<file path="src/rtl/conv3x3_sequencer.sv">
// Frame-level controller for the 3x3 conv / 2x2 max-pool datapath: feeds pixels, tags valid outputs.
// Define SEQ_WEIGHT_LOAD_EN to load weights over wt_valid/wt_data instead of the w_in* pass-through.
module conv3x3_sequencer #(
    parameter int IMAGE_WIDTH  = 128,
    parameter int IMAGE_HEIGHT = 128
) (
    input  logic       clk,
    input  logic       rst,
    input  logic       start,
    input  logic [7:0] cfg_width,
    input  logic [7:0] cfg_height,
    input  logic [1:0] cfg_op,
    input  logic       wt_valid,
    input  logic [7:0] wt_data,
    input  logic [7:0] w_in9,
    input  logic [7:0] w_in8,
    input  logic [7:0] w_in7,
    input  logic [7:0] w_in6,
    input  logic [7:0] w_in5,
    input  logic [7:0] w_in4,
    input  logic [7:0] w_in3,
    input  logic [7:0] w_in2,
    input  logic [7:0] w_in1,
    input  logic [7:0] bias_in,
    input  logic       in_valid,
    input  logic [7:0] in_pixel,
    output logic       in_ready,
    output logic [7:0] conv_pixel,
    output logic       pix_en,
    output logic [1:0] operation,
    output logic       paddingl,
    output logic       paddingr,
    output logic [7:0] w9,
    output logic [7:0] w8,
    output logic [7:0] w7,
    output logic [7:0] w6,
    output logic [7:0] w5,
    output logic [7:0] w4,
    output logic [7:0] w3,
    output logic [7:0] w2,
    output logic [7:0] w1,
    output logic [7:0] bias,
    output logic       out_valid,
    output logic [7:0] out_row,
    output logic [7:0] out_col,
    output logic       busy,
    output logic       done,
    output logic       err
);
    localparam logic [2:0] ST_IDLE   = 3'd0;
`ifdef SEQ_WEIGHT_LOAD_EN
    localparam logic [2:0] ST_LOAD   = 3'd1;
`endif
    localparam logic [2:0] ST_STREAM = 3'd2;
    localparam logic [2:0] ST_FLUSH  = 3'd3;
    localparam logic [2:0] ST_DONE   = 3'd4;

    localparam logic [8:0] MAX_W = 9'(IMAGE_WIDTH);
    localparam logic [8:0] MAX_H = 9'(IMAGE_HEIGHT);

    logic [2:0] state;
    logic [7:0] width_q, height_q, row_q, col_q;
    logic       flush_sent;
    logic       s1_gen, s1_last, s1_pl, s1_pr;
    logic [7:0] s1_row, s1_col;
    logic       out_last;

    logic       cfg_bad, is_pool, push, last_push, flush_inj;
    logic       gen, g_last, g_pl, g_pr;
    logic [7:0] g_row, g_col;

    assign cfg_bad = (cfg_width < 8'd3) || (cfg_height < 8'd3)
                   || ({1'b0, cfg_width} > MAX_W) || ({1'b0, cfg_height} > MAX_H)
                   || ((cfg_op == 2'd1) && (cfg_width[0] || cfg_height[0]));
    assign is_pool   = (operation == 2'd1);
    assign in_ready  = (state == ST_STREAM);
    assign push      = in_valid && in_ready;
    assign last_push = push && (row_q == height_q - 8'd1) && (col_q == width_q - 8'd1);
    assign flush_inj = (state == ST_FLUSH) && !is_pool && !flush_sent;
    assign busy      = (state != ST_IDLE);
    assign done      = (state == ST_DONE);

    // Conv outputs lag the push position by one pixel and one row (window centre);
    // the zero flush pixel stands in for position (H, 0).
    always_comb begin
        gen    = 1'b0;
        g_last = 1'b0;
        g_pl   = 1'b0;
        g_pr   = 1'b0;
        g_row  = 8'd0;
        g_col  = 8'd0;
        if (is_pool) begin
            if (push && row_q[0] && col_q[0]) begin
                gen    = 1'b1;
                g_row  = row_q >> 1;
                g_col  = col_q >> 1;
                g_last = last_push;
            end
        end else if (flush_inj) begin
            gen    = 1'b1;
            g_row  = height_q - 8'd2;
            g_col  = width_q - 8'd1;
            g_pr   = 1'b1;
            g_last = 1'b1;
        end else if (push && ((row_q >= 8'd3) || ((row_q == 8'd2) && (col_q != 8'd0)))) begin
            gen = 1'b1;
            if (col_q == 8'd0) begin
                g_row = row_q - 8'd2;
                g_col = width_q - 8'd1;
            end else begin
                g_row = row_q - 8'd1;
                g_col = col_q - 8'd1;
            end
            g_pl = (g_col == 8'd0);
            g_pr = (g_col == width_q - 8'd1);
        end
    end

`ifdef SEQ_WEIGHT_LOAD_EN
    logic [7:0] wreg [0:9];
    logic [3:0] wt_idx;
    logic       unused_w;

    assign unused_w = ^{w_in9, w_in8, w_in7, w_in6, w_in5, w_in4, w_in3, w_in2, w_in1, bias_in};
    assign w9 = wreg[0];
    assign w8 = wreg[1];
    assign w7 = wreg[2];
    assign w6 = wreg[3];
    assign w5 = wreg[4];
    assign w4 = wreg[5];
    assign w3 = wreg[6];
    assign w2 = wreg[7];
    assign w1 = wreg[8];
    assign bias = wreg[9];

    always_ff @(posedge clk) begin
        if (rst) begin
            wt_idx <= 4'd0;
            for (int i = 0; i < 10; i++) wreg[i] <= 8'd0;
        end else if (state == ST_IDLE) begin
            wt_idx <= 4'd0;
        end else if ((state == ST_LOAD) && wt_valid) begin
            wreg[wt_idx] <= wt_data;
            wt_idx       <= wt_idx + 4'd1;
        end
    end
`else
    logic unused_wt;

    assign unused_wt = ^{wt_valid, wt_data};
    assign w9 = w_in9;
    assign w8 = w_in8;
    assign w7 = w_in7;
    assign w6 = w_in6;
    assign w5 = w_in5;
    assign w4 = w_in4;
    assign w3 = w_in3;
    assign w2 = w_in2;
    assign w1 = w_in1;
    assign bias = bias_in;
`endif

    always_ff @(posedge clk) begin
        if (rst) begin
            state      <= ST_IDLE;
            width_q    <= 8'd0;
            height_q   <= 8'd0;
            row_q      <= 8'd0;
            col_q      <= 8'd0;
            operation  <= 2'd0;
            flush_sent <= 1'b0;
            err        <= 1'b0;
            conv_pixel <= 8'd0;
            pix_en     <= 1'b0;
            s1_gen     <= 1'b0;
            s1_last    <= 1'b0;
            s1_pl      <= 1'b0;
            s1_pr      <= 1'b0;
            s1_row     <= 8'd0;
            s1_col     <= 8'd0;
            out_valid  <= 1'b0;
            out_last   <= 1'b0;
            paddingl   <= 1'b0;
            paddingr   <= 1'b0;
            out_row    <= 8'd0;
            out_col    <= 8'd0;
        end else begin
            err <= 1'b0;
            case (state)
                ST_IDLE: begin
                    if (start) begin
                        if (cfg_bad) begin
                            err <= 1'b1;
                        end else begin
                            width_q    <= cfg_width;
                            height_q   <= cfg_height;
                            operation  <= cfg_op;
                            row_q      <= 8'd0;
                            col_q      <= 8'd0;
                            flush_sent <= 1'b0;
`ifdef SEQ_WEIGHT_LOAD_EN
                            state <= ST_LOAD;
`else
                            state <= ST_STREAM;
`endif
                        end
                    end
                end
`ifdef SEQ_WEIGHT_LOAD_EN
                ST_LOAD: if (wt_valid && (wt_idx == 4'd9)) state <= ST_STREAM;
`endif
                ST_STREAM: if (last_push) state <= ST_FLUSH;
                ST_FLUSH: begin
                    if (flush_inj) flush_sent <= 1'b1;
                    if (out_valid && out_last) state <= ST_DONE;
                end
                ST_DONE: state <= ST_IDLE;
                default: state <= ST_IDLE;
            endcase

            if (push) begin
                if (col_q == width_q - 8'd1) begin
                    col_q <= 8'd0;
                    row_q <= row_q + 8'd1;
                end else begin
                    col_q <= col_q + 8'd1;
                end
            end

            pix_en <= push || flush_inj;
            if (push) conv_pixel <= in_pixel;
            else if (flush_inj) conv_pixel <= 8'd0;

            s1_gen    <= gen;
            s1_last   <= gen && g_last;
            s1_pl     <= g_pl;
            s1_pr     <= g_pr;
            s1_row    <= g_row;
            s1_col    <= g_col;
            out_valid <= s1_gen;
            out_last  <= s1_last;
            paddingl  <= s1_pl;
            paddingr  <= s1_pr;
            out_row   <= s1_row;
            out_col   <= s1_col;
        end
    end
endmodule

</file>
<file path="config.mk">
export PLATFORM = sky130hd
export DESIGN_NAME = conv3x3_sequencer
export DESIGN_NICKNAME = d
export VERILOG_FILES = /design/src/rtl/conv3x3_sequencer.sv
export SDC_FILE = /design/constraint.sdc
export NUM_CORES = 1
export LEC_CHECK = 0
export BUFFER_PORTS_ARGS = -buffer_cell sky130_fd_sc_hd__buf_2
export CAP_MARGIN = 0
export CELL_PAD_IN_SITES_DETAIL_PLACEMENT = 1
export CELL_PAD_IN_SITES_GLOBAL_PLACEMENT = 2
export CORE_MARGIN = 3
export CORE_UTILIZATION = 27
export DETAILED_ROUTE_END_ITERATION = 7
export PLACE_DENSITY_LB_ADDON = 0.05
export SLEW_MARGIN = 20
export SYNTH_ARGS = -nofsm -noshare
export SYNTH_HDL_FRONTEND = slang
export SYNTH_SLANG_ARGS = --single-unit
</file>
<file path="constraint.sdc">
create_clock -name clk -period 3 [get_ports clk]
set_input_delay 0.15 -clock clk [delete_from_list [all_inputs] [get_ports clk]]
set_output_delay 0.15 -clock clk [all_outputs]
set_load 0.1 [all_outputs]
</file>
Word level (Yosys, flattened, before mapping). Index checks and enable logic that the tools add are counted.

Register bits: 88. Input port bits: 119. Word-level logic and storage cells: 135.

Add/sub/neg operators: 8. $lt $le $gt $ge: 5. Equal/unequal tests: 15. Mux-type cells: 44. Bitwise logic cells: 4. Reduce and logical (&&, ||, !) cells: 37.

Operator list (count): 2-to-1 mux 8 bit (23); subtractor 8 x 1 -> 8 bit, second input constant (4); == test 8 bit (3); adder 8 x 1 -> 8 bit, second input constant (2); > comparator 8 bit, second input constant (2); logical NOT 8 bit (2); < comparator 8 x 2 -> 1 bit, second input constant (2); subtractor 8 x 2 -> 8 bit, second input constant (2); 2-to-1 mux 7 bit (2); 2-to-1 mux 1 bit (13); logical AND 1 bit (12); 2-to-1 mux 3 bit (4); case mux 3 bit (3 select lines) (1); == test 8 x 2 -> 1 bit, second input constant (1); >= comparator 8 x 2 -> 1 bit, second input constant (1); AND reduction 4 bit (2); nonzero test 2 bit (4); nonzero test 8 bit (1); logical OR 1 bit (7); == test 3 x 2 -> 1 bit, second input constant (2); != test 2 x 1 -> 1 bit, second input constant (3); != test 2 bit, second input constant (3); AND reduction 3 bit (2); == test 2 x 1 -> 1 bit, second input constant (2); 9 further kinds (13).

Depth between registers and ports, before layout.
Depth in word-level cells: 10. Gate-level depth with buffers: 9. Gate-level depth less buffers: 8.

Worst setup path before layout. No wires, ideal clock.

Path kind: flip-flop to output port. Start point: register state[0]. End point: output port done. Arrival: 2.555 ns. Data required time: 2.850 ns. Path slack: 0.295 ns. Cell stages (with the launch flop): 2. Path through: dfxtp_1 > nor3b_1.

Word-level cells in the longest chain between the ends: 1.

RTL lines: start: declaration (line 61) `logic [2:0] state;`; start signal: assignment (line 165) `state <= ST_IDLE;`; start signal: assignment (line 204) `state <= ST_STREAM;`; start signal: assignment (line 212) `ST_STREAM: if (last_push) state <= ST_FLUSH;`; == test 3 bit (line 81) `assign done = (state == ST_DONE);`; end: declaration (line 47) `output logic done,`.

Every way passes these cells.

Worst setup path in the final report.
Start point: register width_q[0]. End point: register row_q[6].

Word-level cells in the longest chain between the ends: 4.

RTL lines: start: declaration (line 62) `logic [7:0] width_q, height_q, row_q, col_q;`; start signal: assignment (line 195) `width_q <= cfg_width;`; subtractor 8 x 1 -> 8 bit (line 222) `if (col_q == width_q - 8'd1) begin`; == test 8 bit (line 222); 2-to-1 mux 8 bit (line 222); 2-to-1 mux 8 bit (line 221) `if (push) begin`; end signal: assignment (line 224) `row_q <= row_q + 8'd1;`; end: declaration (line 62).

Every way passes these cells. A chain may end at the register's enable or synchronous reset.

==> impl_summary.txt <==
----------------------------------------------------
[Power]
  Switching power share of the total ... 26.93%
  Logic gate share of total power ... 12.7%
  Share of total power in sequential cells ... 46.5%
  Switching Power ... 692.2 uW
  Maximum ir drop on the vdd rail ... 255.4 uV
  Design internal power ... 1.878 mW
  Static Leak ... 2.268 nW
  Portion of total power attributed to the clock network ... 40.8%
  P per Cell Area ... 453.9 nW/um^2

[Floorplanning]
  # IOs ... 233
  X dimension of the die ... 146.8 um
  Core Area ... 19,080 sq um
  Die area ... 21,540 sq um
  Site row count ... 50
  Die height ... 146.8 um
  Starting utilization of the core area ... 28.04%

[Logic synthesis]
  Netlist cell types ... 67
  Cell accounting for the most synthesized area ... sky130_fd_sc_hd__dfxtp_1
  Syn_area_per_cell ... 8.452 sq um
  Fraction of the yosys area taken by sequential cells ... 32.93%
  EDFF count, synth ... 0
  Share of the synthesized area in the top cell type ... 32.93%
  Post-synth top flop ... sky130_fd_sc_hd__dfxtp_1
  Async SR Flop Fraction ... 0%
  Number of warning messages in the yosys log ... 0
  Synth Cell Area ... 5350 sq um
  Cells taking the most area after synthesis ... sky130_fd_sc_hd__dfxtp_1 (33%), sky130_fd_sc_hd__buf_4 (12%), sky130_fd_sc_hd__xnor2_1 (4.1%)
  Cell count after synthesis ... 633
  Post-synthesis net count ... 764
  Post-synthesis register bit count ... 88

[STA]
  Measured slew at the worst slew-check pin ... 0.9619 ns
  Final count of pins violating max slew ... 0
  Max Freq ... 365.5 MHz
  Final sum of negative setup slack ... 0 ns
  Worst Skew ... 0.01046 ns
  Slew headroom ... 35.38%
  Final Critical Period ... 2.736 ns
  Hold Fails Final Rpt ... 0
  Setup repair after global routing missed its margin ... false
  Final worst path period share ... 91.21%
  Setup violations, final ... 0

[Global routing]
  Met3 track demand over resource in global routing ... 4.072%
  Sum of overflow across all layers after global routing ... 0
  Global-route wire length before repair ... 26.83 mm
  Met2 Usage GRT ... 25.14%
  Via count of the first global-routing pass ... 4,558
  GRT Max-Usage Layer ... met2
  Total routing resource utilization after global routing ... 15.82%
  Number of antenna violations at the first check in global routing ... 0
  Met1 Usage GRT ... 20.68%
  Pin count of the biggest net entering global routing ... 57

[Hold path]
  HP Class ... in2reg
  Worst hold path depth ... 3

[Placed design]
  HPWL reported at the end of detailed placement ... 13.17 mm
  Final weighted congestion of routability-driven global placement ... 0.8022
  Placed cell areas ... 5394 sq um
  Number of buffers added on ports ... 63

[Clock network]
  CTS Sinks ... 88
  Hold buffer count at cts ... 0
  H-tree level count ... 3
  Clock root buffer master ... sky130_fd_sc_hd__clkbuf_16
  Buffer depth of the longest clock path ... 2
  Source-to-sink clock delay at the later pin of the worst-skew pair ... 0.35 ns
  CTS tree ... built
  Clock transition time at the flip-flop clock pins of the worst setup and hold paths ... 0.07 ns
  Inserted Clock Buffers ... 9

[Run status]
  Run status ... finished, final reports clean

[Finish]
  Nets@finish ... 741
  Fraction of final layout cells with drive strength greater than 1 ... 19.35%
  Finished Cell Area ... 5662 sq um
  Most common cell after layout, fill and taps aside ... sky130_fd_sc_hd__dfxtp_1
  Antenna cell count ... 0
  Commonest cells after routing, fill and taps aside ... sky130_fd_sc_hd__dfxtp_1 (88), sky130_fd_sc_hd__buf_2 (63), sky130_fd_sc_hd__nor2_1 (47), sky130_fd_sc_hd__nand2_1 (45), sky130_fd_sc_hd__nor2b_1 (26)
  Post-synthesis to final-layout area growth ... 5.823%

[Setup path]
  Worst EP required ... 3.24 ns
  Crit Path Class ... reg2reg
  Worst Reg2Reg Path Length in Cells ... 9
  Worst Setup Start Kind ... register
  Stage delay of the slowest cell on the critical path ... 0.49 ns
  Slowest-stage cell, CP ... sky130_fd_sc_hd__a2111oi_4
  Series of cell instances along the critical path ... inv_1 > ha_1 > nor3b_1 > xnor2_1 > a2111oi_4 > o2111ai_2 > buf_4 > nor3_1 > mux2_2
  Crit path max fanout ... 12
  Arrival time reported for the critical path endpoint ... 2.97 ns
  Nature of the critical path endpoint ... register

[Detailed routing]
  Wire per inst ... 19.38 um
  Violation count after the first detailed-route iteration ... 246
  Number of remaining DRC errors ... 0
  Via density per instance ... 4.894
  Final wirelength ... 16.96 mm
  Number of optimization iterations in the first detailed-route pass ... 5
  Number of routed nets with antenna violations ... 0
  Routed vias ... 4,282

[Run]
  Max cap viols ... 0

----------------------------------------------------
==> final cells by class <==
class                   instances  area (sq um)
repair buffers                 86         488.0
inverters                      20         75.07
fillers                      2273         13420
flip-flops and latches         88          1762
multi-input cells             405          2744
well taps                     260         325.3
clock buffers                  13         250.2
clock inverters                 3         17.52
==> through the flow <==
stage / std cells / hold WS (ns) / power [mW] / setup WS, ns / util (%)
floorplan: 633 / 0.2860 / 1.948 / 0.2947 / -
global placement: 859 / 0.3007 / 1.549 / 0.3033 / 28.27
detailed placement: 859 / 0.3007 / 1.552 / 0.2487 / 28.27
CTS: 875 / 0.02541 / 2.626 / 0.1915 / 29.67
global route: 875 / 0.04690 / 2.705 / 0.01721 / 29.67
finish: 875 / 0.04272 / 2.570 / 0.2637 / 29.67
==> cells in the mapped netlist, types with 16 or more instances <==
cell                       number
sky130_fd_sc_hd__dfxtp_1       88
sky130_fd_sc_hd__buf_4         82
sky130_fd_sc_hd__nor2_1        47
sky130_fd_sc_hd__nand2_1       45
sky130_fd_sc_hd__clkbuf_1      30
sky130_fd_sc_hd__nor2b_1       26
sky130_fd_sc_hd__xnor2_1       25
sky130_fd_sc_hd__a21oi_1       22
sky130_fd_sc_hd__inv_1         20
sky130_fd_sc_hd__nand3_1       20
sky130_fd_sc_hd__mux2i_1       19
sky130_fd_sc_hd__nor3_1        18
sky130_fd_sc_hd__xor2_1        16
==> kinds of logic after synthesis <==
kind of cell / after synthesis / synth area share, %
flip-flops: 88 / 32.93
XOR/XNOR: 44 / 7.975
AND/OR/NAND/NOR: 224 / 22.29
multiplexers: 21 / 3.976
buffers and inverters: 140 / 15.95
adder cells (fa/ha/maj): 12 / 2.806
AO/OA/AOI/OAI: 104 / 14.08
==> state kept, by name, indices dropped and copies added (netlist names), 8 cells and up <==
name and count:
col_q 8, conv_pixel 8, height_q 8, out_col 8
out_row 8, row_q 8, s1_col 8, s1_row 8
width_q 8
==> layer usage <==
| metal | vias up | wire (um) |
|---|---|---|
| met1 | 2022 | 7995 |
| met4 | 0 | 384 |
| met3 | 40 | 1013 |
| li1 | 2070 | - |
| met2 | 150 | 7567 |
| met5 | - | 0 |
==> timing repair <==
item                                    4_1_cts  5_1_grt
endpoints found under the setup margin        0        1
endpoints found under the hold margin         0        0
setup buffers                                 0        0
gates resized for setup                       0        0
==> worst max-delay path, delay by kind of cell, from the launching register on <==
kind | cells | cell delay, ns
fa+ha+maj | 1 | 0.22
xor+xnor | 1 | 0.18
mux | 1 | 0.35
simple gates | 2 | 0.55
compound gates | 2 | 0.70
flops | 1 | 0.34
buf+inv | 2 | 0.29
==> worst paths after layout <==
check	from	to	slack, ns
worst min register to register	s1_col[0]	out_col[0]	0.44
worst min-delay path	in_pixel[4]	conv_pixel[4]	0.04
worst max-delay path	width_q[0]	row_q[6]	0.26
worst max register to register	width_q[0]	row_q[6]	0.26
==> power by group through the flow <==
stage | clock network, mW | registers, mW | logic [mW]
2_1_floorplan | 0 | 1.24 | 0.705
6_report | 1.05 | 1.20 | 0.327
3_5_place_dp | 0 | 1.22 | 0.330
5_1_grt | 1.15 | 1.20 | 0.360
4_1_cts | 1.10 | 1.20 | 0.331
3_3_place_gp | 0 | 1.22 | 0.327
Note: power is estimated with default switching activity, not from simulation.
